File: src/rtl/pipe_seq_if.sv
// pipe_seq_if: control, hazard and trace signals between the core and its pipeline sequencer.
interface pipe_seq_if #(parameter int ID_W = 32);
    logic            fetch_v;
    logic [4:0]      i_rs1, i_rs2;
    logic            i_use_rs1, i_use_rs2;
    logic            x_load;
    logic [4:0]      x_rd;
    logic            x_busy, m_busy, br_taken;
    logic            fetch_rdy, en_x, en_m, flush;
    logic            inst_v_i, inst_v_x, inst_v_m, inst_v_r;
    logic [ID_W-1:0] ci, cx, cm, cr;
    logic            kill_v;
    logic [ID_W-1:0] ck, retire_cnt;
    modport master (
        output fetch_v, i_rs1, i_rs2, i_use_rs1, i_use_rs2, x_load, x_rd, x_busy, m_busy, br_taken,
        input  fetch_rdy, en_x, en_m, flush, inst_v_i, inst_v_x, inst_v_m, inst_v_r,
        input  ci, cx, cm, cr, kill_v, ck, retire_cnt
    );
    modport slave (
        input  fetch_v, i_rs1, i_rs2, i_use_rs1, i_use_rs2, x_load, x_rd, x_busy, m_busy, br_taken,
        output fetch_rdy, en_x, en_m, flush, inst_v_i, inst_v_x, inst_v_m, inst_v_r,
        output ci, cx, cm, cr, kill_v, ck, retire_cnt
    );
endinterface

File: src/rtl/pipe_seq.sv
// pipe_seq: I/X/M/R stage-valid and ID tracking with load-use, hold and branch-squash control.
module pipe_seq #(parameter int ID_W = 32) (
    input logic       clk,
    input logic       reset,
    pipe_seq_if.slave bus
);
    logic            v_i, v_x, v_m;
    logic [ID_W-1:0] next_id;
    logic            hold_m, hold_x, dep, hazard, redirect, hold_i, mv_ix, mv_xm, mv_mr;
    always_comb begin
        hold_m   = v_m & bus.m_busy;
        hold_x   = v_x & (bus.x_busy | hold_m);
        dep      = (bus.i_use_rs1 & (bus.i_rs1 == bus.x_rd)) | (bus.i_use_rs2 & (bus.i_rs2 == bus.x_rd));
        hazard   = v_i & v_x & bus.x_load & (bus.x_rd != 5'd0) & dep;
        redirect = v_x & ~hold_x & bus.br_taken;
        hold_i   = v_i & (hold_x | hazard) & ~redirect;
        mv_ix    = v_i & ~hold_i & ~redirect;
        mv_xm    = v_x & ~hold_x;
        mv_mr    = v_m & ~bus.m_busy;
    end
    // I frees up either when empty or when its occupant moves on this cycle
    assign bus.fetch_rdy = bus.fetch_v & ~redirect & ~hold_i;
    assign bus.en_x      = mv_ix;
    assign bus.en_m      = mv_xm;
    assign bus.flush     = redirect & v_i;
    always_ff @(posedge clk) begin
        if (!reset) begin
            v_i            <= 1'b0;
            v_x            <= 1'b0;
            v_m            <= 1'b0;
            next_id        <= '0;
            bus.inst_v_i   <= 1'b0;
            bus.inst_v_x   <= 1'b0;
            bus.inst_v_m   <= 1'b0;
            bus.inst_v_r   <= 1'b0;
            bus.kill_v     <= 1'b0;
            bus.ci         <= '0;
            bus.cx         <= '0;
            bus.cm         <= '0;
            bus.cr         <= '0;
            bus.ck         <= '0;
            bus.retire_cnt <= '0;
        end else begin
            bus.inst_v_i <= bus.fetch_rdy;
            bus.inst_v_x <= mv_ix;
            bus.inst_v_m <= mv_xm;
            bus.inst_v_r <= mv_mr;
            bus.kill_v   <= bus.flush;
            if (bus.flush)
                bus.ck <= bus.ci;
            if (bus.fetch_rdy) begin
                v_i     <= 1'b1;
                bus.ci  <= next_id;
                next_id <= next_id + 1'b1;
            end else if (mv_ix | redirect)
                v_i <= 1'b0;
            // X empties into a bubble whenever it moves on without a successor
            if (mv_ix) begin
                v_x    <= 1'b1;
                bus.cx <= bus.ci;
            end else if (!hold_x)
                v_x <= 1'b0;
            if (mv_xm) begin
                v_m    <= 1'b1;
                bus.cm <= bus.cx;
            end else if (!hold_m)
                v_m <= 1'b0;
            if (mv_mr) begin
                bus.cr         <= bus.cm;
                bus.retire_cnt <= bus.retire_cnt + 1'b1;
            end
        end
    end
endmodule

File: src/flat_wrapper.sv
// flat-port wrapper written by rule: the top's interface ports become plain ports
module pipe_seq_flat 
#(parameter int ID_W = 32)
  (clk, reset, bus_fetch_v, bus_i_rs1, bus_i_rs2, bus_i_use_rs1, bus_i_use_rs2, bus_x_load, bus_x_rd, bus_x_busy, bus_m_busy, bus_br_taken, bus_fetch_rdy, bus_en_x, bus_en_m, bus_flush, bus_inst_v_i, bus_inst_v_x, bus_inst_v_m, bus_inst_v_r, bus_ci, bus_cx, bus_cm, bus_cr, bus_kill_v, bus_ck, bus_retire_cnt);
  pipe_seq_if #(.ID_W(ID_W)) bus_i ();
  input logic clk;
  input logic reset;
  input wire logic [$bits(bus_i.fetch_v)-1:0] bus_fetch_v;
  input wire logic [$bits(bus_i.i_rs1)-1:0] bus_i_rs1;
  input wire logic [$bits(bus_i.i_rs2)-1:0] bus_i_rs2;
  input wire logic [$bits(bus_i.i_use_rs1)-1:0] bus_i_use_rs1;
  input wire logic [$bits(bus_i.i_use_rs2)-1:0] bus_i_use_rs2;
  input wire logic [$bits(bus_i.x_load)-1:0] bus_x_load;
  input wire logic [$bits(bus_i.x_rd)-1:0] bus_x_rd;
  input wire logic [$bits(bus_i.x_busy)-1:0] bus_x_busy;
  input wire logic [$bits(bus_i.m_busy)-1:0] bus_m_busy;
  input wire logic [$bits(bus_i.br_taken)-1:0] bus_br_taken;
  output wire logic [$bits(bus_i.fetch_rdy)-1:0] bus_fetch_rdy;
  output wire logic [$bits(bus_i.en_x)-1:0] bus_en_x;
  output wire logic [$bits(bus_i.en_m)-1:0] bus_en_m;
  output wire logic [$bits(bus_i.flush)-1:0] bus_flush;
  output wire logic [$bits(bus_i.inst_v_i)-1:0] bus_inst_v_i;
  output wire logic [$bits(bus_i.inst_v_x)-1:0] bus_inst_v_x;
  output wire logic [$bits(bus_i.inst_v_m)-1:0] bus_inst_v_m;
  output wire logic [$bits(bus_i.inst_v_r)-1:0] bus_inst_v_r;
  output wire logic [$bits(bus_i.ci)-1:0] bus_ci;
  output wire logic [$bits(bus_i.cx)-1:0] bus_cx;
  output wire logic [$bits(bus_i.cm)-1:0] bus_cm;
  output wire logic [$bits(bus_i.cr)-1:0] bus_cr;
  output wire logic [$bits(bus_i.kill_v)-1:0] bus_kill_v;
  output wire logic [$bits(bus_i.ck)-1:0] bus_ck;
  output wire logic [$bits(bus_i.retire_cnt)-1:0] bus_retire_cnt;
  assign bus_i.fetch_v = bus_fetch_v;
  assign bus_i.i_rs1 = bus_i_rs1;
  assign bus_i.i_rs2 = bus_i_rs2;
  assign bus_i.i_use_rs1 = bus_i_use_rs1;
  assign bus_i.i_use_rs2 = bus_i_use_rs2;
  assign bus_i.x_load = bus_x_load;
  assign bus_i.x_rd = bus_x_rd;
  assign bus_i.x_busy = bus_x_busy;
  assign bus_i.m_busy = bus_m_busy;
  assign bus_i.br_taken = bus_br_taken;
  assign bus_fetch_rdy = bus_i.fetch_rdy;
  assign bus_en_x = bus_i.en_x;
  assign bus_en_m = bus_i.en_m;
  assign bus_flush = bus_i.flush;
  assign bus_inst_v_i = bus_i.inst_v_i;
  assign bus_inst_v_x = bus_i.inst_v_x;
  assign bus_inst_v_m = bus_i.inst_v_m;
  assign bus_inst_v_r = bus_i.inst_v_r;
  assign bus_ci = bus_i.ci;
  assign bus_cx = bus_i.cx;
  assign bus_cm = bus_i.cm;
  assign bus_cr = bus_i.cr;
  assign bus_kill_v = bus_i.kill_v;
  assign bus_ck = bus_i.ck;
  assign bus_retire_cnt = bus_i.retire_cnt;
  pipe_seq #(.ID_W(ID_W)) u_core (.clk(clk), .reset(reset), .bus(bus_i));
endmodule
File: config.mk
export PLATFORM = sky130hd
export DESIGN_NAME = pipe_seq_flat
export DESIGN_NICKNAME = d
export VERILOG_FILES = /design/src/rtl/pipe_seq_if.sv /design/src/rtl/pipe_seq.sv /design/src/flat_wrapper.sv
export SDC_FILE = /design/constraint.sdc
export NUM_CORES = 1
export LEC_CHECK = 0
export ABC_AREA = 1
export CAP_MARGIN = 40
export CORE_MARGIN = 2
export CORE_UTILIZATION = 50
export DETAILED_ROUTE_END_ITERATION = 6
export PLACE_DENSITY = 0.84
export SLEW_MARGIN = 20
export SYNTH_ARGS = -nofsm -noshare
export SYNTH_HDL_FRONTEND = slang
export SYNTH_SLANG_ARGS = --single-unit
File: constraint.sdc
create_clock -name clk -period 2 [get_ports clk]
set_clock_uncertainty 0.15 [all_clocks]
set_input_delay 0.2 -clock clk [delete_from_list [all_inputs] [get_ports clk]]
set_output_delay 0.2 -clock clk [all_outputs]
set_load 0.05 [all_outputs]
# Yosys cells after proc, flatten, opt, wreduce, memory -nomap -nowiden

Cells that the tools add are included.
Widths: inputs -> output; s select.

Register bits after elaboration: 232
Input port bits: 24
Output and inout port bits: 201
Word-level logic and storage cells: 55

Add/sub/neg operators: 2
Eq/ne operators: 4
Muxes and demuxes: 6
Bitwise operators: 26
Reduce and logical (&&, ||, !) cells: 2

Operator list:

| kind                  | number |
|---|---|
| $add 32x1->32 const B | 2 |
| $and 1x1->1           | 18 |
| $eq 5x5->1            | 2 |
| $mux 1                | 6 |
| $reduce_bool 5->1     | 1 |
| $ne 2x2->1 const B    | 2 |
| $not 1->1             | 4 |
| $or 1x1->1            | 4 |
| $reduce_bool 2->1     | 1 |

# Longest topological paths before layout

Depth in word-level cells: 14
Gate-level depth with buffers: 14
Mapped depth without buffers: 13

# Worst setup path after synthesis

No wires, ideal clock.

Kind: reg-to-reg
From: register u_core.bus.retire_cnt[1]
To: register u_core.bus.retire_cnt[22]
Library setup time: 0.128 ns
Data arrival time: 1.865 ns
Required time: 1.722 ns
Setup slack: -0.142 ns
Cell stages (with the launch flop): 11
Buffers on the path: 0
Period minus slack after synthesis: 2.142 ns
Cell sequence: dfxtp_1 > ha_1 > nand3_1 > nor2_4 > nand2_1 > nor2_1 > nand2_1 > nor2_1 > nand3_1 > xor2_1 > nor2_1

Word-level cells in the longest chain between the ends: 1

RTL lines:

| element                | line              | RTL |
|---|---|---|
| start, declared        | pipe_seq_if.sv:22 | `output ci, cx, cm, cr, kill_v, ck, retire_cnt` |
| start signal, assigned | pipe_seq.sv:70    | `bus.retire_cnt <= bus.retire_cnt + 1'b1;` |
| $add 32x1->32          | pipe_seq.sv:70    |  |

Every way passes these cells.
A chain may end at the register's enable or synchronous reset.

# Worst setup path after layout

From: register u_core.v_m
To: output bus_fetch_rdy

Word-level cells in the longest chain between the ends: 10
Elaborated cells on any way between the ends: 13
Those cells by class: 13 x bitwise

RTL lines:

| element                   | line                           | RTL |
|---|---|---|
| start, declared           | pipe_seq.sv:7                  | `logic v_i, v_x, v_m;` |
| start signal, assigned    | pipe_seq.sv:30                 | `v_m <= 1'b0;` |
| start signal, assigned    | pipe_seq.sv:64                 | `v_m <= 1'b1;` |
| start signal, assigned    | pipe_seq.sv:67                 | `v_m <= 1'b0;` |
| $and 1x1->1 (*)           | pipe_seq.sv:11                 | `hold_m = v_m & bus.m_busy;` |
| $or 1x1->1 (*)            | pipe_seq.sv:12                 | `hold_x = v_x & (bus.x_busy \| hold_m);` |
| $and 1x1->1 (*)           | pipe_seq.sv:12                 |  |
| $not 1->1                 | pipe_seq.sv:15                 | `redirect = v_x & ~hold_x & bus.br_taken;` |
| $and 1x1->1 (2 in series) | pipe_seq.sv:15                 |  |
| $not 1->1                 | pipe_seq.sv:16, pipe_seq.sv:22 |  |
| $and 1x1->1               | pipe_seq.sv:16                 | `hold_i = v_i & (hold_x \| hazard) & ~redirect;` |
| $not 1->1                 | pipe_seq.sv:22                 | `assign bus.fetch_rdy = bus.fetch_v & ~redirect & ~hold_i;` |
| $and 1x1->1 (*)           | pipe_seq.sv:22                 |  |
| end, declared             | flat_wrapper.sv:18             | `output wire logic [$bits(bus_i.fetch_rdy)-1:0] bus_fetch_rdy;` |

Every way passes the cells marked *; elsewhere a longest branch is shown, timed or not.

==> flow_summary.ini <==
[final_layout]
final_nets = 1657
diodes = 0
drive_gt1_share_pct = 11.9
nFillCells = 1664
areaGrowthSynthToFinish_pct = 36.4
fin_cells = 1914

[grt]
gr-total-overflow = 0
grt_max_degree = 147
grt_pass1_vias = 9178
grtUsageTotal_pct = 28.7
gr-usage-met2_pct = 48.4
grt_pass1_wl_um = 47700
grtUsageMet3_pct = 4.70
antenna_found_initial = 0
met1_usage_pct = 37.9
grt-busiest-layer = met2

[worst_setup_path]
worst-setup-path-type = reg2out
r2r_slack_ns = 0.03
endpoint = bus_fetch_rdy
path_max_fanout = 3
slowest_stage = dfxtp_2
start_kind = flop
critical_path.cell_chain = nand2_4, inv_4, nor3b_4, nand2_2, nand2_2, inv_4, nand2_4, nand2_8, inv_12, buf_12
cp_data_required_time_ns = 1.65
worstSetupStartpoint = u_core.v_m$_SDFFE_PN0P_
r2r_start = u_core.v_m$_SDFFE_PN0P_
r2r-end = u_core.bus.cm[9]$_SDFFE_PN0P_
cp_top_family = simple AND/OR/NAND/NOR gates
reg2regPathDepth = 10
cp_num_buf_inv = 4
cp_slowest_stage_delay_ns = 0.34
crit_path_end_kind = output pin
arrival_ns = 1.79
path_depth = 10

[clock_network]
cts_tree = yes
clockBufferDepth = 3
clkSinkCount = 232
cts_root_buf = clkbuf_16
cts_buffers = 25
insertion_delay_ns = 0.54
htreeDepth = 1
path_clk_slew_ns = 0.06

[floorplan]
start_util_pct = 50.8
die_h_um = 145
core-area_um2 = 19500
die_area_um2 = 20900
rows = 51
ios = 225
die_w_um = 145

[min_path]
hold_path.class = in2reg

[logic_synthesis]
syn_avg_cell_area_um2 = 7.19
syn_inst = 1376
seq_area_frac_synth_pct = 47.0
syn_area_um2 = 9890
syn_nets = 1402
synth_cell_types = 35
synth-seq-cells = 232
ys_warn_count = 0

[timing]
fmax_mhz = 467
worstMarginPinSlew_ns = 0.619
fin_crit_sh_pct = 107
rsz0062_at_grt = true
post-route-min-period_ns = 2.14
maxSlewHeadroom_pct = 58.7
hold_viol_final = 0
worst_slack_ns = -0.141
setup_viol = 4
slew_violations = 0

[run_status]
status = finished, violations left
violations = DRC, setup timing

[drt]
ant_nets = 0
vias = 10100
wire_per_inst_um = 16.3
first_pass_iters = 7
drt-vias-per-instance = 5.26
drc = 1
drtIter0Drc = 876
drt_wl_total_um = 31200

[placed_design]
placed_cells = 1856
dpl.hpwl_um = 22100
place.gp.congestion = 0.924
port_buffers = 224

[power_and_ir_drop]
p_leak_nw = 6.11
ir_worst_vdd_uv = 792
power_density_nw_per_um2 = 780
p_total_w = 0.0105

[run]
drv_cap = 0
-- cell families (layout without fill, tap and decap cells) --
group	Yosys count	in the layout	synth area share, %
AOI/OAI and AO/OA	263	263	13.4
xor gates and xnor gates	27	27	2.39
adders and majority gates	2	2	0.253
buffers and inverters	190	463	8.21
DFF	232	232	47.0
and+or+nand+nor	662	662	28.7
-- registers in the layout, summed over array words and instances (netlist names) --
| name | cells |
|---|---|
| u_core.bus.ci | 32 |
| u_core.bus.ck | 32 |
| u_core.bus.cm | 32 |
| u_core.bus.cr | 32 |
| u_core.bus.cx | 32 |
| u_core.bus.retire_cnt | 32 |
| u_core.next_id | 32 |
| u_core.bus.inst_v_i | 1 |
| u_core.bus.inst_v_m | 1 |
| u_core.bus.inst_v_r | 1 |
| u_core.bus.inst_v_x | 1 |
| u_core.bus.kill_v | 1 |
| u_core.v_i | 1 |
| u_core.v_m | 1 |
| u_core.v_x | 1 |
-- cell usage in the layout, fill, tap and decap left out, types with 2 or more instances in the layout --
cell type        count
a21oi_1            146
a21oi_2              2
a31oi_1              2
buf_12              12
buf_4               81
buf_6                7
clkbuf_1             6
clkbuf_16           25
clkbuf_8             3
clkdlybuf4s50_1     20
clkinv_2             6
clkinvlp_4           2
dfxtp_1            227
dfxtp_2              5
dlygate4sd2_1      176
dlymetal6s2s_1       2
inv_1              106
inv_2                8
inv_4                2
inv_8                2
nand2_1            293
nand2_2              5
nand2_4              2
nand3_1             78
nand3_2             10
nand3_4              2
nand3b_1            11
nand4_1             14
nor2_1             212
nor2_2               6
nor2_4               3
nor3_1              16
nor3_2               4
nor4_1               2
o21ai_0            108
o21ai_1              2
xnor2_1              4
xor2_1              23
-- synth_stat cells --
| master | instances | area (um^2) |
|---|---|---|
| nor2_1 | 217 | 815 |
| nor3b_4 | 1 | 18.8 |
| o211a_1 | 1 | 10.0 |
| nand3_2 | 10 | 100 |
| buf_2 | 14 | 70.1 |
| nand2_1 | 296 | 1110 |
| nand2_4 | 2 | 22.5 |
| nor2_2 | 2 | 12.5 |
| nand2_2 | 3 | 18.8 |
| nor4_1 | 2 | 12.5 |
| nor3b_2 | 1 | 12.5 |
| buf_1 | 6 | 22.5 |
| nand3_1 | 80 | 400 |
| a31oi_1 | 2 | 12.5 |
| xnor2_1 | 4 | 35.0 |
| a21oi_1 | 148 | 741 |
| nor3_2 | 4 | 40.0 |
| inv_2 | 9 | 33.8 |
| nand4_1 | 14 | 87.6 |
| buf_6 | 5 | 56.3 |
| buf_8 | 2 | 30.0 |
| buf_4 | 5 | 37.5 |
| xor2_1 | 23 | 201 |
| a211oi_1 | 1 | 7.51 |
| ha_1 | 2 | 25.0 |
| nand3b_1 | 11 | 82.6 |
| o21a_1 | 1 | 7.51 |
| inv_1 | 108 | 405 |
| o21ai_1 | 2 | 10.0 |
| dfxtp_1 | 232 | 4640 |
| nor2_4 | 2 | 22.5 |
| nor3_1 | 17 | 85.1 |
| clkbuf_1 | 40 | 150 |
| o21ai_0 | 108 | 541 |
| inv_4 | 1 | 6.26 |
-- power breakdown --
group	switching, W	internal [W]	total, W
clock network	0.00192	0.00257	0.00449
registers	0.000110	0.00474	0.00485
logic	0.000825	0.000365	0.00119
-- worst min-delay path by stage --
| stage | from | end | slack [ns] | cells past startpoint |
|---|---|---|---|---|
| global route | bus_fetch_v | u_core.v_i$_SDFFE_PN0P_ | 0.19 | 3 |
| global placement | u_core.bus.cm[28]$_SDFFE_PN0P_ | u_core.bus.cr[28]$_SDFFE_PN0P_ | 0.30 | 2 |
| detailed placement | u_core.bus.cm[3]$_SDFFE_PN0P_ | u_core.bus.cr[3]$_SDFFE_PN0P_ | 0.31 | 2 |
| floorplan | bus_m_busy | u_core.v_m$_SDFFE_PN0P_ | 0.22 | 2 |
| CTS | bus_fetch_v | u_core.v_i$_SDFFE_PN0P_ | 0.17 | 3 |
| finish | bus_fetch_v | u_core.v_i$_SDFFE_PN0P_ | 0.16 | 3 |
-- per-stage QoR --
step           utilization [%]  setup slack, ns  TNS [ns]  hold slack [ns]  area (um^2)
2_1_floorplan                -         -0.00277  -0.00277            0.215         9910
3_3_place_gp              65.1           -0.298    -27.97            0.305        12700
3_5_place_dp              65.1           -0.327    -33.40            0.310        12700
4_1_cts                   68.7           -0.162    -0.337            0.173        13400
5_1_grt                   69.3           -0.197    -0.679            0.186        13500
6_report                  69.3           -0.141    -0.391            0.160        13500
-- worst reg2reg max path, stage by stage (launching register included) --
cell     delay, ns
dfxtp_2       0.34
nand2_4       0.08
inv_4         0.05
nor3b_4       0.22
buf_6         0.14
buf_6         0.08
buf_6         0.10
inv_2         0.05
buf_12        0.16
o21ai_0       0.37
a21oi_1       0.09
-- per-layer routing --
layer,routed length [um],vias to the layer above
met1,13200,4655
li1,-,4944
met3,2330,52
met5,0,-
met4,724,0
met2,15000,410
-- cell type report --
class                           count  area, um^2  share of cell area [%]
Sequential cell                   232        4650                    34.5
Timing Repair Buffer              299        2700                    20.1
Timing Repair inverter              1        8.76                  0.0649
Inverter                          118         468                    3.47
Clock buffer                       34         689                    5.11
Tap cell                          265         332                    2.46
Clock inverter                     11         106                   0.789
Multi-Input combinational cell    954        4530                    33.6
-- timing repair --
item                                   CTS  global route
pin swaps                                2             5
setup endpoints to repair              180            22
hold buffers                             1             0
resized for setup                      194            21
cloned                                   1             0
buffers inserted                         7             6
endpoints found under the hold margin   12             0
Power figures use the tool's default switching activity.
